`config.mk`:
```
export PLATFORM = sky130hd
export DESIGN_NAME = udma_mram_cfg_seq
export DESIGN_NICKNAME = d
export VERILOG_FILES = /design/src/rtl/udma_mram_cfg_seq.sv
export SDC_FILE = /design/constraint.sdc
export NUM_CORES = 1
export LEC_CHECK = 0
export ABC_AREA = 1
export CAP_MARGIN = 10
export CORE_ASPECT_RATIO = 1.1
export CORE_UTILIZATION = 45
export CTS_CLUSTER_SIZE = 25
export DETAILED_ROUTE_END_ITERATION = 6
export PLACE_DENSITY = 0.9
export SLEW_MARGIN = 25
export SYNTH_ARGS = -nofsm -noshare
export SYNTH_HDL_FRONTEND = slang
export SYNTH_SLANG_ARGS = --single-unit
```
`constraint.sdc`:
```
create_clock -name clk_i -period 3.88 [get_ports clk_i]
set_clock_uncertainty 0.2 [all_clocks]
set_input_delay 0.776 -clock clk_i [delete_from_list [all_inputs] [get_ports clk_i]]
set_output_delay 0.776 -clock clk_i [all_outputs]
set_load 0.1 [all_outputs]
```
`src/rtl/udma_mram_cfg_seq.sv`:
```
// Configuration-bus sequencer for the uDMA MRAM register file: programs a READ/PROG/ERASE,
// polls STATUS, clears ISR via ICR and returns a one-beat response. Optional: MRAM_CFG_SEQ_TIMEOUT_EN.
module udma_mram_cfg_seq #(
    parameter int L2_AWIDTH_NOAL  = 12,
    parameter int TRANS_SIZE      = 16,
    parameter int MRAM_ADDR_WIDTH = 20,
    parameter int POLL_GAP        = 8
) (
    input  logic                       clk_i,
    input  logic                       rstn_i,
    input  logic                       cmd_valid_i,
    output logic                       cmd_ready_o,
    input  logic [1:0]                 cmd_op_i,
    input  logic [L2_AWIDTH_NOAL-1:0]  cmd_l2_addr_i,
    input  logic [MRAM_ADDR_WIDTH-1:0] cmd_mram_addr_i,
    input  logic [TRANS_SIZE-1:0]      cmd_size_i,
    input  logic [31:0]                cmd_mode_i,
    input  logic [15:0]                timeout_limit_i,
    output logic                       rsp_valid_o,
    input  logic                       rsp_ready_i,
    output logic [7:0]                 rsp_status_o,
    output logic                       busy_o,
    output logic [31:0]                cfg_data_o,
    output logic [4:0]                 cfg_addr_o,
    output logic                       cfg_valid_o,
    output logic                       cfg_rwn_o,
    input  logic [31:0]                cfg_data_i,
    input  logic                       cfg_ready_i
);

    localparam logic [4:0] REG_RX_SADDR   = 5'h00;
    localparam logic [4:0] REG_RX_SIZE    = 5'h01;
    localparam logic [4:0] REG_RX_CFG     = 5'h02;
    localparam logic [4:0] REG_TX_SADDR   = 5'h04;
    localparam logic [4:0] REG_TX_SIZE    = 5'h05;
    localparam logic [4:0] REG_TX_CFG     = 5'h06;
    localparam logic [4:0] REG_TX_DADDR   = 5'h08;
    localparam logic [4:0] REG_RX_DADDR   = 5'h09;
    localparam logic [4:0] REG_STATUS     = 5'h0A;
    localparam logic [4:0] REG_MODE       = 5'h0B;
    localparam logic [4:0] REG_ERASE_ADDR = 5'h0C;
    localparam logic [4:0] REG_ERASE_SIZE = 5'h0D;
    localparam logic [4:0] REG_TRIGGER    = 5'h0F;
    localparam logic [4:0] REG_ISR        = 5'h10;
    localparam logic [4:0] REG_ICR        = 5'h12;

    localparam logic [1:0] OP_READ  = 2'd0;
    localparam logic [1:0] OP_PROG  = 2'd1;
    localparam logic [1:0] OP_ERASE = 2'd2;
    localparam logic [1:0] OP_RSVD  = 2'd3;

    localparam logic [31:0] CFG_EN    = 32'h10;
    localparam logic [31:0] CFG_CLR   = 32'h40;
    localparam logic [7:0]  GAP_LAST  = 8'(POLL_GAP - 1);

    typedef enum logic [2:0] {
        S_IDLE, S_WR, S_POLL_WAIT, S_POLL_RD, S_ABORT, S_RD_ISR, S_WR_ICR, S_RSP
    } state_t;

    state_t                     state_q, state_d;
    logic [1:0]                 op_q, op_d;
    logic [L2_AWIDTH_NOAL-1:0]  l2_q, l2_d;
    logic [MRAM_ADDR_WIDTH-1:0] mram_q, mram_d;
    logic [TRANS_SIZE-1:0]      size_q, size_d;
    logic [2:0]                 step_q, step_d;
    logic [7:0]                 gap_q, gap_d;
    logic [15:0]                poll_q, poll_d;
    logic                       cfg_valid_q, cfg_valid_d;
    logic                       cfg_rwn_q, cfg_rwn_d;
    logic [4:0]                 cfg_addr_q, cfg_addr_d;
    logic [31:0]                cfg_data_q, cfg_data_d;
    logic                       err_op_q, err_op_d;
    logic                       timeout_q, timeout_d;
    logic [1:0]                 ecc_q, ecc_d;
    logic [3:0]                 isr_q, isr_d;

    logic [2:0]  step_nxt;
    logic [2:0]  last_step;
    logic [4:0]  seq_addr;
    logic [31:0] seq_data;
    logic        is_erase;
    logic        status_busy;
    logic [15:0] poll_inc;
    logic        timeout_hit;

    assign is_erase  = (op_q == OP_ERASE);
    assign last_step = is_erase ? 3'd3 : 3'd4;
    assign step_nxt  = step_q + 3'd1;
    assign poll_inc  = poll_q + 16'd1;

`ifdef MRAM_CFG_SEQ_TIMEOUT_EN
    logic [15:0] limit_q, limit_d;
    // A zero limit means poll forever.
    assign timeout_hit = (limit_q != 16'd0) && (poll_inc == limit_q);
`else
    logic unused_timeout;
    assign timeout_hit    = 1'b0;
    assign unused_timeout = ^timeout_limit_i;
`endif

    logic unused_cfg_data;
    assign unused_cfg_data = ^cfg_data_i[31:6];

    always_comb begin
        case (op_q)
            OP_READ:  status_busy = cfg_data_i[2];
            OP_PROG:  status_busy = cfg_data_i[1];
            default:  status_busy = cfg_data_i[0];
        endcase
    end

    // Register/value of the write that follows the current one in the programming sequence.
    always_comb begin
        seq_addr = REG_MODE;
        seq_data = 32'h0;
        case (step_nxt)
            3'd1: begin
                seq_addr = is_erase ? REG_ERASE_ADDR : (op_q == OP_READ ? REG_RX_SADDR : REG_TX_SADDR);
                seq_data = is_erase ? 32'(mram_q[15:0]) : 32'(l2_q);
            end
            3'd2: begin
                seq_addr = is_erase ? REG_ERASE_SIZE : (op_q == OP_READ ? REG_RX_SIZE : REG_TX_SIZE);
                seq_data = is_erase ? 32'(size_q[9:0]) : 32'(size_q);
            end
            3'd3: begin
                seq_addr = is_erase ? REG_TRIGGER : (op_q == OP_READ ? REG_RX_DADDR : REG_TX_DADDR);
                seq_data = is_erase ? 32'h1 : 32'(mram_q);
            end
            3'd4: begin
                seq_addr = (op_q == OP_READ) ? REG_RX_CFG : REG_TX_CFG;
                seq_data = CFG_EN;
            end
            default: ;
        endcase
    end

    // NOTE: every signal gets a default before the case so no path leaves one unassigned (no latches).
    always_comb begin
        state_d     = state_q;
        op_d        = op_q;
        l2_d        = l2_q;
        mram_d      = mram_q;
        size_d      = size_q;
        step_d      = step_q;
        gap_d       = gap_q;
        poll_d      = poll_q;
        cfg_valid_d = cfg_valid_q;
        cfg_rwn_d   = cfg_rwn_q;
        cfg_addr_d  = cfg_addr_q;
        cfg_data_d  = cfg_data_q;
        err_op_d    = err_op_q;
        timeout_d   = timeout_q;
        ecc_d       = ecc_q;
        isr_d       = isr_q;
`ifdef MRAM_CFG_SEQ_TIMEOUT_EN
        limit_d     = limit_q;
`endif
        case (state_q)
            S_IDLE: begin
                if (cmd_valid_i) begin
                    op_d      = cmd_op_i;
                    l2_d      = cmd_l2_addr_i;
                    mram_d    = cmd_mram_addr_i;
                    size_d    = cmd_size_i;
`ifdef MRAM_CFG_SEQ_TIMEOUT_EN
                    limit_d   = timeout_limit_i;
`endif
                    step_d    = 3'd0;
                    gap_d     = 8'd0;
                    poll_d    = 16'd0;
                    err_op_d  = 1'b0;
                    timeout_d = 1'b0;
                    ecc_d     = 2'b00;
                    isr_d     = 4'h0;
                    if (cmd_op_i == OP_RSVD) begin
                        err_op_d = 1'b1;
                        state_d  = S_RSP;
                    end else begin
                        cfg_valid_d = 1'b1;
                        cfg_rwn_d   = 1'b0;
                        cfg_addr_d  = REG_MODE;
                        cfg_data_d  = cmd_mode_i;
                        state_d     = S_WR;
                    end
                end
            end
            S_WR: begin
                if (cfg_ready_i) begin
                    if (step_q == last_step) begin
                        cfg_valid_d = 1'b0;
                        cfg_data_d  = 32'h0;
                        gap_d       = 8'd0;
                        state_d     = S_POLL_WAIT;
                    end else begin
                        step_d     = step_nxt;
                        cfg_addr_d = seq_addr;
                        cfg_data_d = seq_data;
                    end
                end
            end
            S_POLL_WAIT: begin
                if (gap_q == GAP_LAST) begin
                    cfg_valid_d = 1'b1;
                    cfg_rwn_d   = 1'b1;
                    cfg_addr_d  = REG_STATUS;
                    cfg_data_d  = 32'h0;
                    state_d     = S_POLL_RD;
                end else begin
                    gap_d = gap_q + 8'd1;
                end
            end
            S_POLL_RD: begin
                if (cfg_ready_i) begin
                    ecc_d = cfg_data_i[5:4];
                    if (!status_busy || (timeout_hit && is_erase)) begin
                        timeout_d  = status_busy;
                        cfg_rwn_d  = 1'b1;
                        cfg_addr_d = REG_ISR;
                        state_d    = S_RD_ISR;
                    end else if (timeout_hit) begin
                        timeout_d  = 1'b1;
                        cfg_rwn_d  = 1'b0;
                        cfg_addr_d = (op_q == OP_READ) ? REG_RX_CFG : REG_TX_CFG;
                        cfg_data_d = CFG_CLR;
                        state_d    = S_ABORT;
                    end else begin
                        poll_d      = poll_inc;
                        cfg_valid_d = 1'b0;
                        cfg_rwn_d   = 1'b0;
                        gap_d       = 8'd0;
                        state_d     = S_POLL_WAIT;
                    end
                end
            end
            S_ABORT: begin
                if (cfg_ready_i) begin
                    cfg_rwn_d  = 1'b1;
                    cfg_addr_d = REG_ISR;
                    cfg_data_d = 32'h0;
                    state_d    = S_RD_ISR;
                end
            end
            S_RD_ISR: begin
                if (cfg_ready_i) begin
                    isr_d      = cfg_data_i[3:0];
                    cfg_rwn_d  = 1'b0;
                    cfg_addr_d = REG_ICR;
                    cfg_data_d = {28'h0, cfg_data_i[3:0]};
                    state_d    = S_WR_ICR;
                end
            end
            S_WR_ICR: begin
                if (cfg_ready_i) begin
                    cfg_valid_d = 1'b0;
                    cfg_data_d  = 32'h0;
                    state_d     = S_RSP;
                end
            end
            S_RSP: begin
                if (rsp_ready_i) state_d = S_IDLE;
            end
            default: state_d = S_IDLE;
        endcase
    end

    // NOTE: sequential state uses non-blocking assignments so every register samples pre-edge values.
    always_ff @(posedge clk_i or negedge rstn_i) begin
        if (!rstn_i) begin
            state_q     <= S_IDLE;
            op_q        <= 2'd0;
            l2_q        <= '0;
            mram_q      <= '0;
            size_q      <= '0;
            step_q      <= 3'd0;
            gap_q       <= 8'd0;
            poll_q      <= 16'd0;
            cfg_valid_q <= 1'b0;
            cfg_rwn_q   <= 1'b0;
            cfg_addr_q  <= 5'd0;
            cfg_data_q  <= 32'h0;
            err_op_q    <= 1'b0;
            timeout_q   <= 1'b0;
            ecc_q       <= 2'b00;
            isr_q       <= 4'h0;
`ifdef MRAM_CFG_SEQ_TIMEOUT_EN
            limit_q     <= 16'd0;
`endif
        end else begin
            state_q     <= state_d;
            op_q        <= op_d;
            l2_q        <= l2_d;
            mram_q      <= mram_d;
            size_q      <= size_d;
            step_q      <= step_d;
            gap_q       <= gap_d;
            poll_q      <= poll_d;
            cfg_valid_q <= cfg_valid_d;
            cfg_rwn_q   <= cfg_rwn_d;
            cfg_addr_q  <= cfg_addr_d;
            cfg_data_q  <= cfg_data_d;
            err_op_q    <= err_op_d;
            timeout_q   <= timeout_d;
            ecc_q       <= ecc_d;
            isr_q       <= isr_d;
`ifdef MRAM_CFG_SEQ_TIMEOUT_EN
            limit_q     <= limit_d;
`endif
        end
    end

    assign cmd_ready_o  = (state_q == S_IDLE);
    assign busy_o       = (state_q != S_IDLE);
    assign rsp_valid_o  = (state_q == S_RSP);
    assign rsp_status_o = {err_op_q, timeout_q, ecc_q, isr_q};
    assign cfg_valid_o  = cfg_valid_q;
    assign cfg_rwn_o    = cfg_rwn_q;
    assign cfg_addr_o   = cfg_addr_q;
    assign cfg_data_o   = cfg_data_q;

endmodule

```
After elaboration in Yosys (flattened, before gate mapping)

Index checks and enable logic that the tools add are counted.

Bits in registers: 111
Input bits: 135
Word-level logic and storage cells: 152

Add/sub/neg operators: 2
Equal/unequal tests: 31
Multiplexer cells: 81
Reduce and logical (&&, ||, !) cells: 23

Operators by type and width:

| kind                                          | number |
|---|---|
| two-way mux 32 bit                            | 7 |
| one-hot mux 32 bit (5 select lines)           | 1 |
| one-hot mux 20 bit (4 select lines)           | 1 |
| two-way mux 3 bit                             | 19 |
| two-way mux 8 bit                             | 6 |
| two-way mux 5 bit                             | 9 |
| two-way mux 16 bit                            | 2 |
| one-hot mux 8 bit (4 select lines)            | 1 |
| one-hot mux 5 bit (6 select lines)            | 1 |
| inequality test 2 bit, second input constant  | 13 |
| one-hot mux 3 bit (8 select lines)            | 1 |
| AND reduction 7 bit                           | 3 |
| two-way mux 20 bit                            | 1 |
| two-way mux 1 bit                             | 18 |
| AND reduction 9 bit                           | 2 |
| two-way mux 4 bit                             | 4 |
| one-hot mux 4 bit (4 select lines)            | 1 |
| == test 3 bit, second input constant          | 5 |
| nonzero test 5 bit                            | 3 |
| == test 3 x 2 -> 1 bit, second input constant | 4 |
| one-hot mux 1 bit (5 select lines)            | 2 |
| AND reduction 10 bit                          | 1 |
| adder 8 x 1 -> 8 bit, second input constant   | 1 |
| == test 8 x 3 -> 1 bit, second input constant | 1 |
| other kinds (21)                              | 30 |

Depth between registers and ports, before layout

Gate-level depths: netlist of the first run.

Depth in word-level cells: 7
Gate-level depth with buffers: 12
Gate-level depth less buffers: 12

Worst setup path before layout of the first run

Ideal clock, no wire load.

Path type: flip-flop to output port
Start: reg state_q[1]
End: out rsp_valid_o
Data arrival time: 1.843 ns
Data required time: 2.904 ns
Slack: 1.061 ns
Stages on the path, launching flop included: 4
Path buffers: 1
Cells stage by stage: dfrtp_1 -> buf_6 -> nand2_2 -> nor2_1

Longest elaborated chain between the ends: 1

Ends and longest elaborated chain:

| what                   | line | source |
|---|---|---|
| from (decl)            | 60   | `state_t state_q, state_d;` |
| from (signal assigned) | 289  | `state_q <= state_d;` |
| == test 3 bit          | 313  | `assign rsp_valid_o = (state_q == S_RSP);` |
| to (decl)              | 19   | `output logic rsp_valid_o,` |

Every way passes these cells.

Worst setup path after layout of the first run

Start: reg cfg_data_q[13] (netlist: cfg_data_o[13])
End: out cfg_data_o[13]

RTL lines:

| what                   | line | source |
|---|---|---|
| from (decl)            | 71   | `logic [31:0] cfg_data_q, cfg_data_d;` |
| from (signal assigned) | 300  | `cfg_data_q <= cfg_data_d;` |
| to (decl)              | 23   | `output logic [31:0] cfg_data_o,` |

No word-level cell between the ends.

==> out/results.ini, run 1 <==
[power]
leakage_nw=3.90
pwr-share-clk_pct=11.6
seqPwrFrac_pct=26.1
switching_share_pct=56.3
switchingPower_w=0.00437
powerDensity_nw_per_um2=1010
intPower_w=0.00339
p_comb_share_pct=62.3
vdd_ir_drop_max_uv=471

[timing]
setup_viol=0
rsz0062_at_grt=false
slew_headroom_pct=32.9
finalCriticalPeriod_ns=2.86
slew_violations=0
fmax_ghz=0.350
tns_ns=0
hold_viol=0
worst_slew_pin_slew_ns=1.00
finalCritPeriodShare_pct=73.6

[synth]
synth_top_area_cell=dfrtp_1
ys_types=35
synthTopCellsByArea=dfrtp_1, nand2_1, nand3_1
syn_area_um2=5970
ys_ff_latch=110
yosys_warnings=0
seq_area_frac_synth_pct=46.1
syn-num-nets=959
syn_avg_cell_area_um2=7.30
syn_inst=818
synth.top_cell.area_share_pct=46.1

[clock_tree]
hold_buffers=0
numCtsBuffers=9
h-tree-depth=3
clk_path_buf_depth=2
path_clk_slew_ns=0.08
cts_resized=0
postCtsSetupRepairBufs=0
insertion_delay_ns=0.35
cts-root-buf=clkbuf_16
cts_tree=built
clock_sinks=110

[global_routing]
grtUsageTotal_pct=23.3
grt_pass1_wl_um=25300
overflow=0
grt_pass1_vias=5358
grt_max_degree=74
antenna_found_initial=0

[floorplan]
die_w_um=112
die_area_um2=13700
die_y_um=123
initial_core_util_pct=46.8
rows=43
io_pins=185
coreArea_um2=12800

[layout]
finalNonFillerCells=1105
layout.nets=1084
diodes=0
layout-drive-gt1-share_pct=6.75
syn_to_final_growth_pct=28.9

[run_status]
status=finished with violations
violations=design-rule violations

[setup_path]
cp-end-kind=output pin
worstSetupPathType=register to output pin
path_buf_inv=1
crit_chain=clkdlybuf4s50_1
start_kind=register
critPathMaxStageDelay_ns=1.14
worstPathArrival_ns=1.88
slowest_stage=clkdlybuf4s50_1
crit_family=buffers and inverters
cp.required_ns=2.90
path_max_fanout=2

[placed_design]
dpl.hpwl_um=11200
place_congestion=0.843
dp.cells=1089
port_buffers=141

[route]
post_drt_wl_per_cell_um=14.1
drt-total-wl_um=15600
vias_per_cell=5.11
vias=5649
dr.pass1.iters=7
drtIter0Drc=480
ant_nets=0
remaining_drc_errors=14

[min_path]
min_path_type=primary input to asynchronous set/reset pin

[job]
drv_cap=0

-- kinds of logic (layout without fill, tap and decap cells) --
group,after synthesis,after routing,share of synthesized area (%)
adders and majority gates,6,6,1.26
and+or+nand+nor,536,536,38.5
buffers and inverters,98,228,7.86
xor gates and xnor gates,1,1,0.147
AOI/OAI and AO/OA,64,64,5.70
other,1,1,0.0628
DFF,110,110,46.1
muxes,2,2,0.377
-- placed cells by master (no fill, tap or decap), types with 2 or more instances in the layout --
master and n:
nand2_1 337, clkdlybuf4s50_1 137, dfrtp_1 110, nor2_1 82, nand3_1 78, inv_1 56
o21ai_0 34, a21oi_1 20, clkbuf_16 9, buf_4 9, inv_2 8, nand2_2 6
o21ai_1 6, ha_1 6, nor2_4 5, nand4_1 5, inv_6 4, nor2_2 4
nor3_1 4, nand2_4 3, nand3_2 3, or2_2 3, mux2_1 2, nor2_8 2
-- final timing paths --
| kind | start | end | slack (ns) | depth (start not counted) |
|---|---|---|---|---|
| min reg2reg | cfg_addr_o[4]$_DFFE_PN0P_ | cfg_addr_o[4]$_DFFE_PN0P_ | 0.27 | 2 |
| max | cfg_data_o[13]$_DFFE_PN0P_ | cfg_data_o[13] | 1.02 | 1 |
| min | rstn_i | gap_q[4]$_DFFE_PN0P_ | 0.19 | 1 |
| min in group clk_i | cfg_addr_o[4]$_DFFE_PN0P_ | cfg_addr_o[4]$_DFFE_PN0P_ | 0.27 | 2 |
| max in group asynchronous | rstn_i | mram_q[3]$_DFFE_PN0P_ | 2.52 | 2 |
| max reg2reg | op_q[0]$_DFFE_PN0P_ | cfg_data_o[13]$_DFFE_PN0P_ | 1.43 | 7 |
-- per-stage QoR --
stage          power (W)  cell area (um2)  utilization (%)  hold WS, ns  setup WS (ns)
2_1_floorplan    0.00578             5970                -        0.242           1.06
3_3_place_gp     0.00674             7410             58.1        0.255           1.04
3_5_place_dp     0.00686             7410             58.1        0.257           1.05
4_1_cts          0.00778             7690             60.3        0.206           1.02
5_1_grt          0.00827             7690             60.3        0.225          0.992
6_report         0.00775             7690             60.3        0.195           1.02
-- sequential cells by signal (all words and copies together), names as in the netlist, 2 cells and up --
name / count
isr_q: 4
mram_q: 20
gap_q: 8
l2_q: 12
cfg_addr_o: 5
cfg_data_o: 32
ecc_q: 2
op_q: 2
state_q: 3
step_q: 3
size_q: 16
-- Yosys cell counts (all sizes together) --
cell / number
inv: 65
buf: 26
ha: 6
nor3: 5
o21ai: 42
conb: 1
nand3: 82
dfrtp: 110
clkbuf: 7
and3b: 1
nor2: 93
o21bai: 1
nand2: 346
xor2: 1
mux2: 2
o21a: 1
or2: 3
and2: 1
a21oi: 20
nand4: 5
-- layout make-up --
type	count	area [um2]
inverter	65	249
timing repair buffer	147	1460
sequential	110	2750
fill	1132	5060
tap	157	196
clock buffer	11	243
multi-input combinational	610	2750
clock inverter	5	46.3
-- power by group through the flow --
stage | combinational, W | clock (W) | sequential [W]
2_1_floorplan | 0.00238 | 0 | 0.00340
6_report | 0.00483 | 0.000902 | 0.00202
3_3_place_gp | 0.00473 | 0 | 0.00201
5_1_grt | 0.00524 | 0.000958 | 0.00208
4_1_cts | 0.00485 | 0.000917 | 0.00202
3_5_place_dp | 0.00483 | 0 | 0.00203
-- worst reg2reg max path, delay by kind of cell, from the launching register on --
kind	cells	cell delay [ns]
buffers and inverters	1	0.09
and+or+nand+nor	5	1.45
AOI/OAI and AO/OA	1	0.20
DFF	1	0.44
-- per-layer routing --
layer  wire, um  track usage [%]
met1       6710             29.2
met2       7550             40.8
met3        976             3.75
met4        344             8.70
met5          0                0
Note: power is estimated with default switching activity, not from simulation.
==> inputs of run 2 (changes only) <==
Settings changed: CORE_UTILIZATION 45 to 43.
Clock period 3.88 ns to 2.46 ns, I/O delays scaled along.
==> run 2 against run 1 <==
The run now ends clean; register-to-register slack worse by 1.2 ns; final cell count up 3.1%; clock-buffer cell count down 1; global-route usage down 1.2 points; critical endpoint is now cmd_ready_o; largest cell class unchanged.
==> out/results.ini, run 2 (synthesis gave the netlist of run 1 again) <==
[run_status]
status=complete, no violations

[clock_tree]
h-tree-depth=3
hold_buffers=0
path_clk_slew_ns=0.07
clock_sinks=110
postCtsSetupRepairBufs=0
insertion_delay_ns=0.35
numCtsBuffers=9
cts_tree=built
cts_resized=0
cts-root-buf=clkbuf_16
clk_path_buf_depth=2

[floorplan]
die_y_um=126
rows=44
coreArea_um2=13400
io_pins=185
initial_core_util_pct=44.6
die_w_um=114
die_area_um2=14400

[layout]
stdcell_area_um2=7780
largest_register_ffs=32
diodes=0
final_common_cell=nand2_1
syn_to_final_growth_pct=30.3
layout.nets=1091
layout-drive-gt1-share_pct=12.7
final_cell_mix=nand2_1, dfrtp_1, clkdlybuf4s50_1

[route]
vias=5580
drtIter0Drc=435
vias_per_cell=4.90
drt-total-wl_um=15100
remaining_drc_errors=0
dr.pass1.iters=5
ant_nets=0
post_drt_wl_per_cell_um=13.3

[timing]
hold_viol=0
finalCriticalPeriod_ns=2.34
tns_ns=0
finalCritPeriodShare_pct=95.0
rsz0062_at_grt=false
setup_viol=0
timing.hold.ws_ns=0.00223
slew_headroom_pct=61.2
fmax_ghz=0.428
worst_slew_pin_slew_ns=0.583
slew_violations=0

[job]
drv_cap=0

[power]
vdd_ir_drop_max_uv=776
powerDensity_nw_per_um2=1600
leakage_nw=4.02

[setup_path]
crit_chain=nor2_4, nand2_2, clkinvlp_4, buf_12
cp-end-kind=output pin
critPathMaxStageDelay_ns=0.66
crit_path_start=state_q[2]$_DFFE_PN0P_
rr_startpoint=step_q[0]$_DFFE_PN0P_
worstSetupPathType=register to output pin
path_max_fanout=9
cp.required_ns=1.77
worstPathArrival_ns=1.64
slowest_stage=dfrtp_1
start_kind=register

[global_routing]
overflow=0
grt_pass1_wl_um=25300
antenna_found_initial=0
grt_max_degree=111
grt_pass1_vias=5346
grtUsageTotal_pct=22.2

[placed_design]
dpl.hpwl_um=11000
place_congestion=0.887
port_buffers=141
placed_area_um2=7470

[min_path]
min_path_type=primary input to asynchronous set/reset pin

==> run 2: report_power, final <==
part,internal [W],leakage (nW),switching (W)
sequential,0.00262,1.38,0.000540
combinational,0.00211,2.48,0.00569
clock,0.000826,0.154,0.000678
==> run 2: worst paths after layout <==
| kind | endpoint | slack [ns] | cells after the start |
|---|---|---|---|
| max | cmd_ready_o | 0.12 | 4 |
| min | gap_q[3]$_DFFE_PN0P_ | 0.002 | 2 |
| max reg2reg | cfg_data_o[2]$_DFFE_PN0P_ | 0.20 | 10 |
| min reg2reg | size_q[11]$_DFFE_PN0P_ | 0.28 | 2 |
| max in group asynchronous | cfg_data_o[1]$_DFFE_PN0P_ | 1.62 | 2 |
| min in group clk_i | size_q[11]$_DFFE_PN0P_ | 0.28 | 2 |
==> run 2: routing by layer <==
layer  GRT usage (%)  vias to the layer above  share of wire, %
li1                -                     2810                 -
met1            28.8                     2563                43
met2            37.1                      187                49
met3            4.85                       20               6.1
met4            6.19                        0               1.8
met5               0                        -                 0
==> run 2: final cells by class <==
type / count / area (um2)
fill: 1212 / 5600
timing repair buffer: 154 / 1480
tap: 184 / 230
inverter: 65 / 256
clock inverter: 6 / 66.3
sequential: 110 / 2750
clock buffer: 10 / 239
multi-input combinational: 610 / 2750
==> run 2: critical path: cells and delay by family, from the launching register on <==
kind,cells,cell delay (ns)
AND/OR/NAND/NOR,2,0.29
flip-flops,1,0.66
buffers and inverters,2,0.33
==> run 2: per-stage QoR <==
| stage | power [W] | cells | worst slack (ns) | util [%] |
|---|---|---|---|---|
| floorplan | 0.00913 | 818 | 0.0926 | - |
| finish | 0.0125 | 1139 | 0.124 | 58.2 |
| detailed placement | 0.0110 | 1123 | 0.171 | 55.8 |
| global route | 0.0133 | 1139 | 0.0258 | 58.2 |
| global placement | 0.0108 | 1123 | 0.181 | 55.8 |
| CTS | 0.0125 | 1139 | 0.115 | 58.1 |
==> inputs of run 3 (changes only) <==
Settings changed: CORE_MARGIN set to 3, RECOVER_POWER set to 100.
Clock period 2.46 ns to 2 ns, I/O delays scaled along.
==> run 3 against run 2 <==
Sequential cell count is the same; wire length up 20%; hold slack gained 0.28 ns; non-clock buffer count is 47 higher; clock power rose by 19%; clock-buffer cell count did not move; global-route usage grew 0.29 points; total power rose by 31%.
==> out/results.ini, run 3 (synthesis gave the netlist of run 1 again) <==
[setup_path]
worstSetupPathType=register to output pin
path_max_fanout=5
start_kind=register
slowest_stage=dfrtp_2
cp-end-kind=output pin
worstPathArrival_ns=1.39
cp.required_ns=1.40
crit_chain=nor2_4, nand2_8, clkinvlp_4, buf_12
critPathMaxStageDelay_ns=0.48

[clock_tree]
path_clk_slew_ns=0.08
cts-root-buf=clkbuf_16
numCtsBuffers=9
clock_sinks=110
insertion_delay_ns=0.36
clk_path_buf_depth=2
cts_tree=built
h-tree-depth=3

[timing]
slew_violations=0
hold_viol=0
fmax_ghz=0.502
worst_slew_pin_slew_ns=0.783
setup_viol=0
finalCritPeriodShare_pct=99.5
finalCriticalPeriod_ns=1.99
rsz0062_at_grt=true
slew_headroom_pct=47.8
timing.hold.ws_ns=0.280

[power]
pwr-share-clk_pct=10.9
leakage_nw=4.21
p_comb_share_pct=65.2
switching_share_pct=56.0
vdd_ir_drop_max_uv=762
seqPwrFrac_pct=23.9
switchingPower_w=0.00912
powerDensity_nw_per_um2=2010
intPower_w=0.00717

[route]
dr.pass1.iters=5
vias=6034
ant_nets=0
post_drt_wl_per_cell_um=15.3
vias_per_cell=5.08
remaining_drc_errors=0
drtIter0Drc=584
drt-total-wl_um=18100

[run_status]
status=complete, no violations

[layout]
largest_register_ffs=32
stdcell_area_um2=8120
diodes=0
fin_util_pct=60.7
finalNonFillerCells=1187
layout.nets=1139
final_cell_mix=nand2_1, dfrtp_1, clkdlybuf4s50_1
layout-drive-gt1-share_pct=18.4
syn_to_final_growth_pct=36.0
final_common_cell=nand2_1

[placed_design]
port_buffers=141
placed_area_um2=8400
place_congestion=0.888
dp.cells=1161
dpl.hpwl_um=13200

[floorplan]
die_w_um=118
coreArea_um2=13400
initial_core_util_pct=44.6
io_pins=185
die_y_um=130
die_area_um2=15300
rows=44

[global_routing]
grtUsageTotal_pct=22.5
grt_pass1_vias=5763
antenna_found_initial=0
overflow=0
grt_pass1_wl_um=27500
grt_max_degree=47

[min_path]
min_path_type=register to register

[job]
drv_cap=0

run 3: final timing paths:
path | startpoint | end | slack [ns] | depth (start not counted)
worst max-delay path | state_q[0]$_DFFE_PN0P_ | cmd_ready_o | 0.01 | 4
worst min-delay path | cfg_data_o[20]$_DFFE_PN0P_ | cfg_data_o[20]$_DFFE_PN0P_ | 0.28 | 2
worst max register to register | state_q[0]$_DFFE_PN0P_ | cfg_data_o[13]$_DFFE_PN0P_ | 0.01 | 10
worst min register to register | cfg_data_o[20]$_DFFE_PN0P_ | cfg_data_o[20]$_DFFE_PN0P_ | 0.28 | 2
max in group asynchronous | rstn_i | l2_q[9]$_DFFE_PN0P_ | 0.18 | 3
min in group asynchronous | rstn_i | gap_q[6]$_DFFE_PN0P_ | 0.45 | 2
run 3: metrics by stage:
step / setup slack, ns / setup TNS, ns / power, W
finish: 0.00989 / 0 / 0.0163
global route: -0.135 / -3.74 / 0.0173
CTS: 0.00995 / 0 / 0.0174
detailed placement: -0.229 / -8.90 / 0.0155
global placement: -0.168 / -7.06 / 0.0152
floorplan: 0.0396 / 0 / 0.0113
run 3: metal layers:
metal,vias to the layer above,global-route usage [%],routed length [um]
li1,2910,-,-
met1,2806,27.6,7590
met2,271,38.7,8790
met3,47,3.97,1110
met4,0,10.6,625
met5,-,0,0
run 3: timing repair:
| action | CTS | global route |
|---|---|---|
| setup endpoints to repair | 19 | 47 |
| hold buffers | 1 | 0 |
| gates cloned | 0 | 2 |
| pin swaps | 1 | 7 |
| gates resized for setup | 4 | 33 |
| hold endpoints to repair | 25 | 0 |
| setup buffers | 2 | 5 |
run 3: power groups by stage:
stage | logic, W | registers, W | clock network, W
2_1_floorplan | 0.00468 | 0.00660 | 0
3_3_place_gp | 0.0111 | 0.00407 | 0
3_5_place_dp | 0.0114 | 0.00415 | 0
4_1_cts | 0.0115 | 0.00410 | 0.00181
5_1_grt | 0.0114 | 0.00400 | 0.00189
6_report | 0.0106 | 0.00390 | 0.00178
run 3: final cells by class:
cell class	instances	area [um2]
tap	184	230
clock buffer	10	239
timing repair buffer	201	1730
inverter	65	255
clock inverter	6	50.0
sequential	110	2760
multi-input combinational	611	2860
fill	1122	5260
run 3: worst max-delay path: cells and delay by family (launching register included):
kind                   cells  cell delay, ns
buffers and inverters      2            0.27
flip-flops                 1            0.48
AND/OR/NAND/NOR            2            0.29
